<file path="src/rtl/cpld_nrom_pkg.sv">
// cpld_nrom_pkg: shared types and CPC bus constants for the ROM board CPLD.
package cpld_nrom_pkg;

    // Configuration port unlock/programming sequencer states
    typedef enum logic [1:0] {
        LOCKED = 2'd0,
        KEY_1  = 2'd1,
        OPEN   = 2'd2,
        DATA   = 2'd3
    } cfg_state_t;

    // Writing this byte in OPEN relocks the mapping table
    localparam logic [7:0] LOCK_CMD       = 8'hFF;

    // CPC upper-ROM select port high byte (&DFxx)
    localparam logic [7:0] ROMSEL_PORT_HI = 8'hDF;

    // Bit positions of A13 and A14 within adr_hi (A15..A8)
    localparam int A13_BIT = 5;
    localparam int A14_BIT = 6;

endpackage

</file>
<file path="src/rtl/cpld_nrom_iowr.sv">
// iowr_edge_det: synchronises the Z80 IO-write term into clk and emits a
// single-cycle strobe on its rising edge, however long the write is held.
module iowr_edge_det (
    input  logic clk,
    input  logic reset_b,
    input  logic ioreq_b,
    input  logic wr_b,
    output logic wstb
);

    logic sync_p0;
    logic sync_p1;
    logic sync_p2;

    // Two-flop synchroniser followed by a delay flop for edge detection
    always_ff @(posedge clk or negedge reset_b) begin
        if (!reset_b) begin
            sync_p0 <= 1'b0;
            sync_p1 <= 1'b0;
            sync_p2 <= 1'b0;
        end else begin
            sync_p0 <= ~ioreq_b & ~wr_b;
            sync_p1 <= sync_p0;
            sync_p2 <= sync_p1;
        end
    end

    assign wstb = sync_p1 & ~sync_p2;

endmodule

</file>
<file path="src/rtl/cpld_nrom.sv">
// cpld_nrom: CPC expansion ROM board decoder. Maps NUM_SKT 16K banks (two per
// 32K device) onto upper ROM numbers through a key-unlocked run-time table.
// Build option ROMSEL_FULL_DECODE_EN: ROM select latch loads only on a fully
// decoded &DF port; otherwise the legacy A13-low partial decode is used.
module cpld_nrom
    import cpld_nrom_pkg::*;
#(
    parameter int         NUM_SKT  = 6,
    parameter logic [7:0] BASE_ROM = 8'h01,
    parameter logic [7:0] CFG_PORT = 8'hFE,
    parameter logic [7:0] KEY0     = 8'hA5,
    parameter logic [7:0] KEY1     = 8'h5A
) (
    input  logic                   clk,
    input  logic                   reset_b,
    input  logic [7:0]             adr_hi,
    input  logic                   ioreq_b,
    input  logic                   wr_b,
    input  logic                   romen_b,
    input  logic [7:0]             data,
    input  logic [NUM_SKT-1:0]     dip,
    input  logic                   lowrom_en,
    output logic [NUM_SKT/2-1:0]   romcs_b,
    output logic                   roma14,
    output logic                   romoe_b,
    output logic                   romdis
);

    localparam logic [4:0] SKT_CNT = 5'(NUM_SKT);

    logic               wstb;
    logic               romsel_hit;
    logic               cfg_wr;
    logic [7:0]         romsel_q;
    cfg_state_t         cfg_state;
    logic [3:0]         idx_q;
    logic [7:0]         map_q [NUM_SKT];
    logic [NUM_SKT-1:0] sel;

    iowr_edge_det u_iowr (
        .clk     (clk),
        .reset_b (reset_b),
        .ioreq_b (ioreq_b),
        .wr_b    (wr_b),
        .wstb    (wstb)
    );

`ifdef ROMSEL_FULL_DECODE_EN
    assign romsel_hit = (adr_hi == ROMSEL_PORT_HI);
`else
    assign romsel_hit = ~adr_hi[A13_BIT];
`endif

    assign cfg_wr = wstb & (adr_hi == CFG_PORT);

    // ROM select latch, loaded once per IO write to the select port
    always_ff @(posedge clk or negedge reset_b) begin
        if (!reset_b)
            romsel_q <= 8'h00;
        else if (wstb && romsel_hit)
            romsel_q <= data;
    end

    // Unlock sequencer and mapping-table writes; reset drops any partial entry
    always_ff @(posedge clk or negedge reset_b) begin
        if (!reset_b) begin
            cfg_state <= LOCKED;
            idx_q     <= 4'd0;
            for (int i = 0; i < NUM_SKT; i++)
                map_q[i] <= 8'(BASE_ROM + i);
        end else if (cfg_wr) begin
            case (cfg_state)
                LOCKED: begin
                    if (data == KEY0)
                        cfg_state <= KEY_1;
                end
                KEY_1: begin
                    cfg_state <= (data == KEY1) ? OPEN : LOCKED;
                end
                OPEN: begin
                    if (data == LOCK_CMD) begin
                        cfg_state <= LOCKED;
                    end else if ({1'b0, data[3:0]} < SKT_CNT) begin
                        idx_q     <= data[3:0];
                        cfg_state <= DATA;
                    end
                end
                DATA: begin
                    for (int i = 0; i < NUM_SKT; i++)
                        if (idx_q == 4'(i))
                            map_q[i] <= data;
                    cfg_state <= OPEN;
                end
                default: cfg_state <= LOCKED;
            endcase
        end
    end

    // Bank decode: lower ROM replacement in A14-low, priority table match above
    always_comb begin
        sel = '0;
        if (!adr_hi[A14_BIT]) begin
            sel[0] = dip[0] & lowrom_en;
        end else begin
            for (int i = NUM_SKT - 1; i >= 0; i--) begin
                if (dip[i] && (map_q[i] == romsel_q) && !(i == 0 && lowrom_en)) begin
                    sel    = '0;
                    sel[i] = 1'b1;
                end
            end
        end
    end

    // Device chip selects and half select from the one-hot bank select
    always_comb begin
        roma14 = 1'b0;
        for (int k = 0; k < NUM_SKT / 2; k++) begin
            romcs_b[k] = ~(sel[2*k] | sel[2*k+1]);
            roma14     = roma14 | sel[2*k+1];
        end
    end

    assign romdis  = |sel;
    assign romoe_b = romen_b;

endmodule
</file>
<file path="config.mk">
export PLATFORM = sky130hd
export DESIGN_NAME = cpld_nrom
export DESIGN_NICKNAME = d
export VERILOG_FILES = /design/src/rtl/cpld_nrom_pkg.sv /design/src/rtl/cpld_nrom_iowr.sv /design/src/rtl/cpld_nrom.sv
export SDC_FILE = /design/constraint.sdc
export NUM_CORES = 1
export LEC_CHECK = 0
export CAP_MARGIN = 15
export CORE_MARGIN = 1.5
export CORE_UTILIZATION = 40
export DETAILED_ROUTE_END_ITERATION = 10
export PLACE_DENSITY = 0.62
export SLEW_MARGIN = 20
export SYNTH_ARGS = -nofsm -noshare
export SYNTH_HDL_FRONTEND = slang
export SYNTH_HIERARCHICAL = 1
export SYNTH_SLANG_ARGS = --single-unit
</file>
<file path="constraint.sdc">
create_clock -name clk -period 2.97 [get_ports clk]
set_clock_uncertainty 0.1 [all_clocks]
set_input_delay 0.7425 -clock clk [delete_from_list [all_inputs] [get_ports clk]]
set_output_delay 0.7425 -clock clk [all_outputs]
set_load 0.01 [all_outputs]
</file>
==> impl_metrics.py <==
metrics = {
    "die": {
        "core_um2": 7770,
        "row_count": 32,
        "fp.dieArea_um2": 8600,
        "dieHeight_um": 92.7,
        "die_width_um": 92.7,
        "io_pins": 34,
        "start_util": 0.415,
    },
    "global_route": {
        "top_usage_layer": "met2",
        "grt_util_met3": 0.0567,
        "grt_overflow": 0,
        "grt_pass1_vias": 2507,
        "grt_pass1_wl_um": 13400,
        "grt_usage": 0.213,
        "grt_max_degree": 30,
        "antenna_found_initial": 0,
        "grtUsageMet2": 0.348,
        "grtUsageMet1": 0.273,
    },
    "pwr": {
        "ir_drop_uv": 227,
        "p_leak_uw": 0.00196,
        "p_per_area_nw_per_um2": 522,
        "finalPower_uw": 2320,
    },
    "worst_setup_path": {
        "start_kind": "flip-flop",
        "reg2regPathDepth": 6,
        "max_stage_delay_ps": 450,
        "critPathSlowestCell": "dfrtp_2",
        "critPathRequiredTime_ps": 2130,
        "path_max_fanout": 4,
        "crit_type": "reg -> out",
        "cp_cell_sequence": "buf_6, buf_12, xnor2_2, nand4_1, or3_4, a21oi_2, o31ai_2, buf_2",
        "r2r_end": "map_q[47]$_DFFE_PN0P_",
        "cp-end-kind": "primary output",
        "crit_arrival_ps": 2150,
        "r2r_slack_ps": 950,
        "r2r_start": "u_iowr/sync_p2$_DFF_PN0_",
    },
    "synth": {
        "ys_warn_count": 6,
        "synth_top_area_share": 0.435,
        "synth_cell_types": 32,
        "synthTopCellsByArea": "dfrtp_1 (44%), mux2_2 (21%), xnor2_1 (12%), dfstp_2 (7.3%), clkbuf_1 (1.7%)",
        "ys_seq_area_frac": 0.509,
        "avgSynthCellArea_um2": 12.4,
        "syn-instance-count": 260,
        "ys_ff_latch": 65,
        "netlist_area_um2": 3220,
        "syn_nets": 288,
        "synth_largest_area_cell": "dfrtp_1",
    },
    "timing": {
        "worst-slew-pin-transition_ps": 595,
        "clock.fmax_ghz": 0.334,
        "max_slew_margin": 0.604,
        "setup_ws_ps": -22.5,
        "maxSlewViolCount": 0,
        "finalSetupViolCount": 1,
        "rsz0062_at_grt": "yes",
        "fin_crit_ps": 2990,
        "hold_viol": 0,
        "finalCritPeriodShare": 1.01,
        "fin_setup_tns_ps": -22.5,
    },
    "run": {
        "drv_cap": 0,
    },
    "place": {
        "dpl_cell_area_um2": 3930,
        "routabilityCongestion": 0.803,
        "port_buffers": 31,
        "dp_hpwl_um": 5880,
    },
    "drt": {
        "ant_nets": 0,
        "drt_pass1_iterations": 4,
        "drtIter0Drc": 110,
        "drt_wl_total_um": 8410,
        "wl_per_cell_um": 18.8,
        "drcViolationCount": 0,
        "vias": 2301,
        "via_per_inst": 5.14,
    },
    "clock_tree": {
        "root_buffer": "clkbuf_8",
        "cts_buffers": 9,
        "cts_max_path_buffers": 2,
        "clock_latency_ps": 340,
        "holdBufCountCts": 0,
        "cts_tree": "done",
        "clkTransAtPathRegs_ps": 70,
        "clock_sinks": 65,
        "ctsHtreeMaxLevel": 3,
    },
    "layout": {
        "fin_nets": 369,
        "final_area_um2": 4430,
        "syn_to_final_growth_pct": 37.7,
        "n_fill_cell": 675,
        "drive_above_1_share": 0.514,
        "antenna_cells": 0,
    },
    "worst_hold_path": {
        "hold_class": "reg -> reg",
        "min_to": "u_iowr/sync_p1$_DFF_PN0_",
        "hp-start": "u_iowr/sync_p0$_DFF_PN0_",
        "hold_depth": 0,
    },
    "run_status": {
        "outcome": "finished with violations",
        "violations": "setup timing",
    },
}
-- sequential cells by signal (all words and copies together) (netlist names) --
register,count
u_iowr/sync_p1,1
romsel_q,8
idx_q,4
u_iowr/sync_p0,1
map_q,48
cfg_state,2
u_iowr/sync_p2,1
-- worst max path at each step --
| stage | startpoint | endpoint | cells past startpoint |
|---|---|---|---|
| floorplan | lowrom_en | romcs_b[0] | 4 |
| global placement | lowrom_en | romcs_b[0] | 6 |
| detailed placement | dip[5] | roma14 | 6 |
| CTS | romsel_q[4]$_DFFE_PN0P_ | roma14 | 8 |
| global route | romsel_q[4]$_DFFE_PN0P_ | roma14 | 8 |
| finish | romsel_q[4]$_DFFE_PN0P_ | roma14 | 8 |
-- what timing repair did --
action                     4_1_cts  5_1_grt
pin swaps                        4        7
cloned                           0        0
buffers inserted                 5       13
setup endpoints to repair        5        5
resized for setup               32       26
-- placed cells by master, fill, tap and decap left out, types with 5 or more instances in the layout --
| cell type | instances |
|---|---|
| dfrtp_1 | 48 |
| mux2_2 | 59 |
| nor3_1 | 5 |
| dfstp_2 | 9 |
| clkbuf_8 | 12 |
| nand4_1 | 9 |
| dfrtp_2 | 8 |
| xnor2_2 | 12 |
| xnor2_1 | 33 |
| buf_12 | 5 |
| buf_4 | 49 |
| nand3_1 | 8 |
| nand2_1 | 6 |
| clkdlybuf4s50_1 | 23 |
-- critical path: cells and delay by family, from the launching register on --
kind / cells / cell delay, ps
DFF: 1 / 450
AOI/OAI and AO/OA: 2 / 240
xor gates and xnor gates: 1 / 130
and+or+nand+nor: 2 / 580
buffers and inverters: 3 / 400
-- stage by stage --
stage          hold slack, ps  worst slack (ps)  cells  utilization
2_1_floorplan             231               497    260            -
3_3_place_gp              235              -483    414        0.506
3_5_place_dp              237              -478    414        0.506
4_1_cts                   253             -18.0    435        0.543
5_1_grt                   268             -57.4    448        0.571
6_report                  247             -22.5    448        0.571
-- layout make-up --
class                   count  area [µm²]  area share
clock inverters             2        35.0     0.00790
repair buffers             87         774       0.175
multi-input cells         175        1670       0.376
inverters                   3        11.3     0.00254
flip-flops and latches     65        1650       0.372
well taps                 102         128      0.0288
clock buffers              14         173      0.0389
-- cells by family after synthesis --
group,after synthesis,share of synthesized area
flip-flops,65,0.509
multiplexers,60,0.209
AND/OR/NAND/NOR,56,0.107
XOR/XNOR,48,0.131
buffers and inverters,20,0.0249
AO/OA/AOI/OAI,11,0.0198
-- synth_stat cells --
| master | instances |
|---|---|
| and2_1 | 2 |
| nand3_1 | 8 |
| nand4b_1 | 2 |
| a21oi_1 | 3 |
| o31ai_1 | 2 |
| nand4_1 | 9 |
| nor3_2 | 1 |
| buf_2 | 1 |
| and3_1 | 1 |
| xor2_1 | 3 |
| o21ai_0 | 4 |
| nor2_1 | 4 |
| clkbuf_1 | 15 |
| nand3b_1 | 4 |
| nor2b_4 | 1 |
| or2_2 | 1 |
| dfrtp_1 | 56 |
| xnor2_1 | 45 |
| nor4_1 | 1 |
| nor4_4 | 1 |
| inv_1 | 3 |
| or4_1 | 3 |
| nand2b_1 | 1 |
| or3_1 | 2 |
| a211oi_1 | 1 |
| a31oi_1 | 1 |
| mux2_2 | 59 |
| nand2_1 | 6 |
| nor3_1 | 9 |
| buf_4 | 1 |
| mux2i_1 | 1 |
| dfstp_2 | 9 |
-- where the power goes --
part	leakage [µW]	internal [µW]	switching [µW]
Clock	0.000107	456	334
Sequential	0.000842	917	57.9
Combinational	0.00101	330	223
Total	0.00196	1700	614
-- metal layers --
| metal | wire [µm] | vias to the layer above |
|---|---|---|
| met3 | 251 | 11 |
| li1 | - | 1070 |
| met5 | 0 | - |
| met4 | 132 | 0 |
| met1 | 3850 | 1179 |
| met2 | 4180 | 41 |
Note: power is estimated with default switching activity, not from simulation.
